===== src/rtl/uart_rx.sv =====
// rtl/uart_rx.sv - 8N1 UART receiver with 16x oversampling and an internal baud tick
// Samples mid-bit, emits one-cycle done/frame-error pulses and holds the last good byte.
module uart_rx #(
   parameter int NB_DATA   = 8,
   parameter int CLK_FREQ  = 50000000,
   parameter int BAUD_RATE = 19200,
   parameter int SB_TICKS  = 16
) (
   input  logic               i_clock,
   input  logic               i_reset,
   input  logic               i_rx,
   output logic [NB_DATA-1:0] o_data,
   output logic               o_rx_done_tick,
   output logic               o_frame_error,
   output logic               o_busy
);

   localparam int DIV_RAW = CLK_FREQ / (BAUD_RATE * 16);
   localparam int DIV     = (DIV_RAW < 1) ? 1 : DIV_RAW;
   localparam int BW      = (DIV > 1) ? $clog2(DIV) : 1;
   localparam int SW      = ($clog2(SB_TICKS) > 4) ? $clog2(SB_TICKS) : 4;
   localparam int NW      = (NB_DATA > 1) ? $clog2(NB_DATA) : 1;

   typedef enum logic [2:0] {
      IDLE      = 3'd0,
      START     = 3'd1,
      DATA      = 3'd2,
      STOP      = 3'd3,
      WAIT_HIGH = 3'd4
   } state_t;

   state_t             state_q, state_d;
   logic [1:0]         sync_q;
   logic [BW-1:0]      baud_q, baud_d;
   logic [SW-1:0]      s_cnt_q, s_cnt_d;
   logic [NW-1:0]      n_cnt_q, n_cnt_d;
   logic [NB_DATA-1:0] shreg_q, shreg_d;
   logic [NB_DATA-1:0] data_q, data_d;
   logic               done_q, done_d;
   logic               ferr_q, ferr_d;
   logic               busy_q, busy_d;
   logic               rx_s;
   logic               tick;
   logic               stop_sample;

   assign rx_s        = sync_q[1];
   assign tick        = (baud_q == BW'(DIV - 1));
   assign baud_d      = tick ? '0 : baud_q + 1'b1;
   assign stop_sample = (state_q == STOP) && tick && (s_cnt_q == SW'(SB_TICKS - 1));

   // Synchroniser resets to the idle line level so reset release never looks like a start bit.
   always_ff @(posedge i_clock or negedge i_reset) begin
      if (!i_reset) begin
         state_q <= IDLE;
         sync_q  <= 2'b11;
         baud_q  <= '0;
         s_cnt_q <= '0;
         n_cnt_q <= '0;
         shreg_q <= '0;
         data_q  <= '0;
         done_q  <= 1'b0;
         ferr_q  <= 1'b0;
         busy_q  <= 1'b0;
      end else begin
         state_q <= state_d;
         sync_q  <= {sync_q[0], i_rx};
         baud_q  <= baud_d;
         s_cnt_q <= s_cnt_d;
         n_cnt_q <= n_cnt_d;
         shreg_q <= shreg_d;
         data_q  <= data_d;
         done_q  <= done_d;
         ferr_q  <= ferr_d;
         busy_q  <= busy_d;
      end
   end

   always_comb begin
      state_d = state_q;
      s_cnt_d = s_cnt_q;
      n_cnt_d = n_cnt_q;
      shreg_d = shreg_q;
      case (state_q)
         IDLE: begin
            if (!rx_s) begin
               state_d = START;
               s_cnt_d = '0;
            end
         end
         START: begin
            if (tick) begin
               if (s_cnt_q == SW'(7)) begin
                  s_cnt_d = '0;
                  n_cnt_d = '0;
                  state_d = rx_s ? IDLE : DATA;
               end else begin
                  s_cnt_d = s_cnt_q + 1'b1;
               end
            end
         end
         DATA: begin
            if (tick) begin
               if (s_cnt_q == SW'(15)) begin
                  s_cnt_d = '0;
                  shreg_d = {rx_s, shreg_q[NB_DATA-1:1]};
                  if (n_cnt_q == NW'(NB_DATA - 1)) state_d = STOP;
                  else                             n_cnt_d = n_cnt_q + 1'b1;
               end else begin
                  s_cnt_d = s_cnt_q + 1'b1;
               end
            end
         end
         STOP: begin
            if (tick) begin
               if (s_cnt_q == SW'(SB_TICKS - 1)) begin
                  s_cnt_d = '0;
                  state_d = rx_s ? IDLE : WAIT_HIGH;
               end else begin
                  s_cnt_d = s_cnt_q + 1'b1;
               end
            end
         end
         WAIT_HIGH: begin
            if (rx_s) state_d = IDLE;
         end
         default: state_d = IDLE;
      endcase
   end

   always_comb begin
      done_d = stop_sample && rx_s;
      ferr_d = stop_sample && !rx_s;
      data_d = (stop_sample && rx_s) ? shreg_q : data_q;
      busy_d = (state_d != IDLE);
   end

   assign o_data         = data_q;
   assign o_rx_done_tick = done_q;
   assign o_frame_error  = ferr_q;
   assign o_busy         = busy_q;

endmodule


===== config.mk =====
export PLATFORM = sky130hd
export DESIGN_NAME = uart_rx
export DESIGN_NICKNAME = d
export VERILOG_FILES = /design/src/rtl/uart_rx.sv
export SDC_FILE = /design/constraint.sdc
export NUM_CORES = 1
export LEC_CHECK = 0
export CORE_AREA = 2 2 59 61
export DETAILED_ROUTE_END_ITERATION = 7
export DIE_AREA = 0 0 61 63
export PLACE_DENSITY = 0.8
export SLEW_MARGIN = 25
export SYNTH_ARGS = -nofsm -noshare
export SYNTH_HDL_FRONTEND = slang
export SYNTH_SLANG_ARGS = --single-unit

===== constraint.sdc =====
create_clock -name i_clock -period 6.1 [get_ports i_clock]
set_clock_uncertainty 0.2 [all_clocks]
set_input_delay 1.525 -clock i_clock [delete_from_list [all_inputs] [get_ports i_clock]]
set_output_delay 1.525 -clock i_clock [all_outputs]
set_load 0.03 [all_outputs]

# Word level (Yosys, flattened, before mapping)
# Cells that the tools add are included.
# W data, S select, Z words.
totals:
  elab_cells: 66
  regBits: 39
  output_inout_bits: 11
op_classes:
  add_sub_neg: 3
  reduce_logical: 13
  muxes: 25
  n_eq_ne: 15
op_table:
  columns: ["op", "n"]
  rows:
  - ["$mux W3", 15]
  - ["$mux W4", 5]
  - ["$pmux W3 S5", 1]
  - ["$ne A2 B2 Y1 const B", 6]
  - ["$pmux W4 S3", 1]
  - ["$add A8 B1 Y8 const B", 1]
  - ["$eq A8 B8 Y1 const B", 1]
  - ["$mux W8", 1]
  - ["$eq A3 B2 Y1 const B", 2]
  - ["$eq A3 B3 Y1 const B", 2]
  - ["$pmux W3 S2", 1]
  - ["$reduce_and A6 Y1", 1]
  - ["$reduce_bool A3 Y1", 2]
  - ["$add A4 B1 Y4 const B", 1]
  - ["$eq A4 B3 Y1 const B", 1]
  - ["$eq A4 B4 Y1 const B", 1]
  - ["$logic_and A1 B1 Y1", 4]
  - ["$reduce_and A4 Y1", 1]
  - ["$add A3 B1 Y3 const B", 1]
  - ["$eq A3 B1 Y1 const B", 1]
  - ["$logic_not A3 Y1", 1]
  - ["$reduce_and A3 Y1", 1]
  - ["$mux W2", 1]
  - ["$ne A2 B1 Y1 const B", 1]
  - ["3 further kinds", 3]

# Depth between registers and ports, before layout
logic_depth:
  word_depth: 6
  mapped_depth: 7
  ltp_nobuf: 6

# Least setup slack after synthesis
# OpenSTA, ideal clock, no wires.
synth_path:
  path_type: "flip-flop to output port"
  startpoint: "register data_q[0], in the netlist o_data[0]"
  endpoint: "output port o_data[0]"
  path_stages_with_launch: 1
  setup_slack_ns: 3.896
  arrival_time_ns: 0.479
  required_ns: 4.375
  cell_sequence: "dfrtp_1"
synth_rtl:
  columns: ["item", "line", "text"]
  rows:
  - ["start: declaration", "38", "logic [NB_DATA-1:0] data_q, data_d;"]
  - ["start signal: assignment", "71", "data_q <= data_d;"]
  - ["end: declaration", "12", "output logic [NB_DATA-1:0] o_data,"]
# No word-level cell between the ends.

# Worst setup path in the final report
layout_path:
  startpoint: "register data_q[5], in the netlist o_data[5]"
  endpoint: "output port o_data[5]"
# No word-level cell between the ends.

==> summary.md <==
| Metric | Value |
|---|---|
| Status | `finished clean` |
| Sequential Power Share | `65.6%` |
| Die Y | `63 microns` |
| Final setup TNS | `0 ns` |
| Final Max Slew Viols | `0` |
| Number of global-route vias before repair | `1,223` |
| DP HPWL | `2260 microns` |
| Crit path cell chain | `clkdlybuf4s50_1` |
| PortBufs | `13` |
| Ys async rst share | `100%` |
| Final hold vios | `0` |
| CP Buf/Inv Count | `1` |
| Final hold slack | `0.171 ns` |
| Synth Area per Inst | `12.1 sq um` |
| # IOs | `14` |
| Critical Setup Path Class | `reg2out` |
| Bufs on Longest Clock Path | `2` |
| Total leakage power | `0.979 nW` |
| #FFs+latches synth | `39` |
| Final nets | `175` |
| Final critical-path share of the clock period | `51.5%` |
| Vias/cell | `5.57` |
| DRT antenna net count | `0` |
| Synth top area cells | `dfrtp_1 (50%), mux2_2 (11%), ha_1 (3.4%), dfstp_2 (2.8%), xnor2_1 (2.3%)` |
| CP max-delay cell | `clkdlybuf4s50_1` |
| CTS Buf Count | `5` |
| Layout fillers | `257` |
| Most common cell after layout, fill and taps aside | `dfrtp_1` |
| Drt total wl | `3220 microns` |
| Core box area | `0.00323 sq mm` |
| Antenna fix cells | `0` |
| Sw Share | `23.4%` |
| Initial antenna violation count | `0` |
| Via count | `1,193` |
| Hold Buf Count CTS | `0` |
| GRT Overall Usage | `19.7%` |
| CP max stage delay | `0.68 ns` |
| Drt pass-1 iters | `4` |
| Measured slew at the worst slew-check pin | `0.833 ns` |
| Post-Syn Area | `0.00186 sq mm` |
| Total power | `0.398 mW` |
| Post-CTS setup buffer count | `0` |
| Class of the worst hold path | `reg2reg` |
| Post-Synthesis Cells | `154` |
| First-pass GRT wire length | `5600 microns` |
| Post-Route Utilization | `64.1%` |
| Clk pin slew, worst setup/hold paths | `0.12 ns` |
| Post-synth net total | `162` |
| CP Launch Type | `register` |
| # DRC | `0` |
| H-tree levels | `2` |
| Area Growth Syn to Fin | `11.1%` |
| RSZ-0062 raised after global routing | `no` |
| Post-synth top area share | `49.7%` |
| CP endpoint kind | `output port` |
| Post-synth top flop | `dfrtp_1` |
| CTS tree | `built` |
| Synthesis warning total | `0` |
| Placed cell areas | `0.00201 sq mm` |
| Fmax | `319 MHz` |
| Initial Utilization | `57.7%` |
| WP data required | `4.38 ns` |
| Post-route cell area | `0.00207 sq mm` |
| Number of DRC markers in iteration 0 | `62` |
| CTS root buf | `clkbuf_4` |
| Grt ovf | `0` |
| Critical Path AT | `1.41 ns` |
| Post-cts resize count | `0` |
| EDFF count, synth | `0` |
| Die Footprint | `0.00384 sq mm` |
| Peak supply drop | `149 uV` |
| NetSw | `0.0929 mW` |
| Final setup vio count | `0` |
| Share of cells above drive strength 1 | `21.4%` |
| Largest net degree at the start of global routing | `40` |
| Relative slew slack | `44.4%` |
| Clock power frac | `32.9%` |
| Core Rows | `21` |
| Pint | `0.305 mW` |
| Netlist cell types | `44` |
| Max cap viols | `0` |
| DR WL/cell | `15.0 microns` |
| Worst-Skew Late Latency | `0.35 ns` |
| Sequential share of the synthesized area | `52.5%` |
| Routability Congestion | `0.834` |
| TritonCTS Sinks | `39` |
| Top cell type by total area after synthesis | `dfrtp_1` |
| Commonest non-fill, non-tap cells in the layout | `dfrtp_1 (37), mux2_2 (18), clkdlybuf4s50_1 (12)` |
| Min Tclk post-route | `3.14 ns` |
| Pwr/cell area | `192 mW/mm^2` |
| Gate power share | `1.5%` |
| Die width | `61 microns` |
| Worst Path Max Fanout | `2` |
| CP delay by family, top | `buffers and inverters` |
-- final cells by class --
cell class                 instances  area [sq um]  area share (%)
multi-input combinational        102           831            40.1
clock buffer                       5          37.5            1.81
inverter                           6          22.5            1.09
clock inverter                     3          20.0           0.966
sequential                        39           978            47.2
timing repair buffer              13           125            6.04
tap                               46          57.6            2.78
-- path summary, 6_finish.rpt --
check	start	to	slack [ns]	cells past startpoint
setup / recovery	o_data[5]	o_data[5]	2.96	1
max in group asynchronous	i_reset	o_data[1]	4.12	1
hold reg to reg	sync_q[0]	sync_q[1]	0.17	0
hold / removal	sync_q[0]	sync_q[1]	0.17	0
min in group asynchronous	i_reset	shreg_q[6]	1.06	1
setup reg to reg	baud_q[1]	o_data[3]	3.77	6
-- Yosys cell counts (all sizes together), types with 3 or more instances --
library cell and count:
buf 4, a31oi 3, clkbuf 3, nand3 5
a22o 3, nand4 3, nor3 4, inv 6
nand2 10, dfrtp 37, ha 5, a21oi 3
nor2 11, nand3b 4, mux2 18, and4b 3
nand2b 3, xnor2 5
-- cells by family (layout without fill, tap and decap cells) --
group	count (synthesis)	in the layout	synth area share (%)
buf+inv	13	27	2.95
fa+ha+maj	5	5	3.36
simple gates	53	53	19.3
compound gates	18	18	7.18
mux	20	20	11.9
xor+xnor	6	6	2.82
flops	39	39	52.5
-- routing by layer --
layer	up-vias	wire [microns]	GRT usage, %
met2	19	1570	29.4
met3	12	99	6.42
met1	579	1450	25.4
met5	-	0	0
li1	583	-	-
met4	0	106	9.51
-- sequential cells by signal (all words and copies together), names as in the netlist --
| register | cells |
|---|---|
| n_cnt_q | 3 |
| o_frame_error | 1 |
| o_busy | 1 |
| o_data | 8 |
| sync_q | 2 |
| s_cnt_q | 4 |
| o_rx_done_tick | 1 |
| shreg_q | 8 |
| baud_q | 8 |
| state_q | 3 |
-- through the flow --
stage | std cells | setup WS (ns)
6_report | 214 | 2.96
5_1_grt | 214 | 2.91
4_1_cts | 214 | 2.95
3_5_place_dp | 206 | 3.36
3_3_place_gp | 206 | 3.39
2_1_floorplan | 154 | 3.90
-- power groups by stage --
stage | Clock, mW | Sequential, mW | Combinational [mW]
6_report | 0.131 | 0.261 | 0.00600
5_1_grt | 0.147 | 0.261 | 0.00721
4_1_cts | 0.135 | 0.261 | 0.00640
3_5_place_dp | 0 | 0.266 | 0.00644
3_3_place_gp | 0 | 0.266 | 0.00617
2_1_floorplan | 0 | 0.265 | 0.00113
Power figures use the tool's default switching activity.
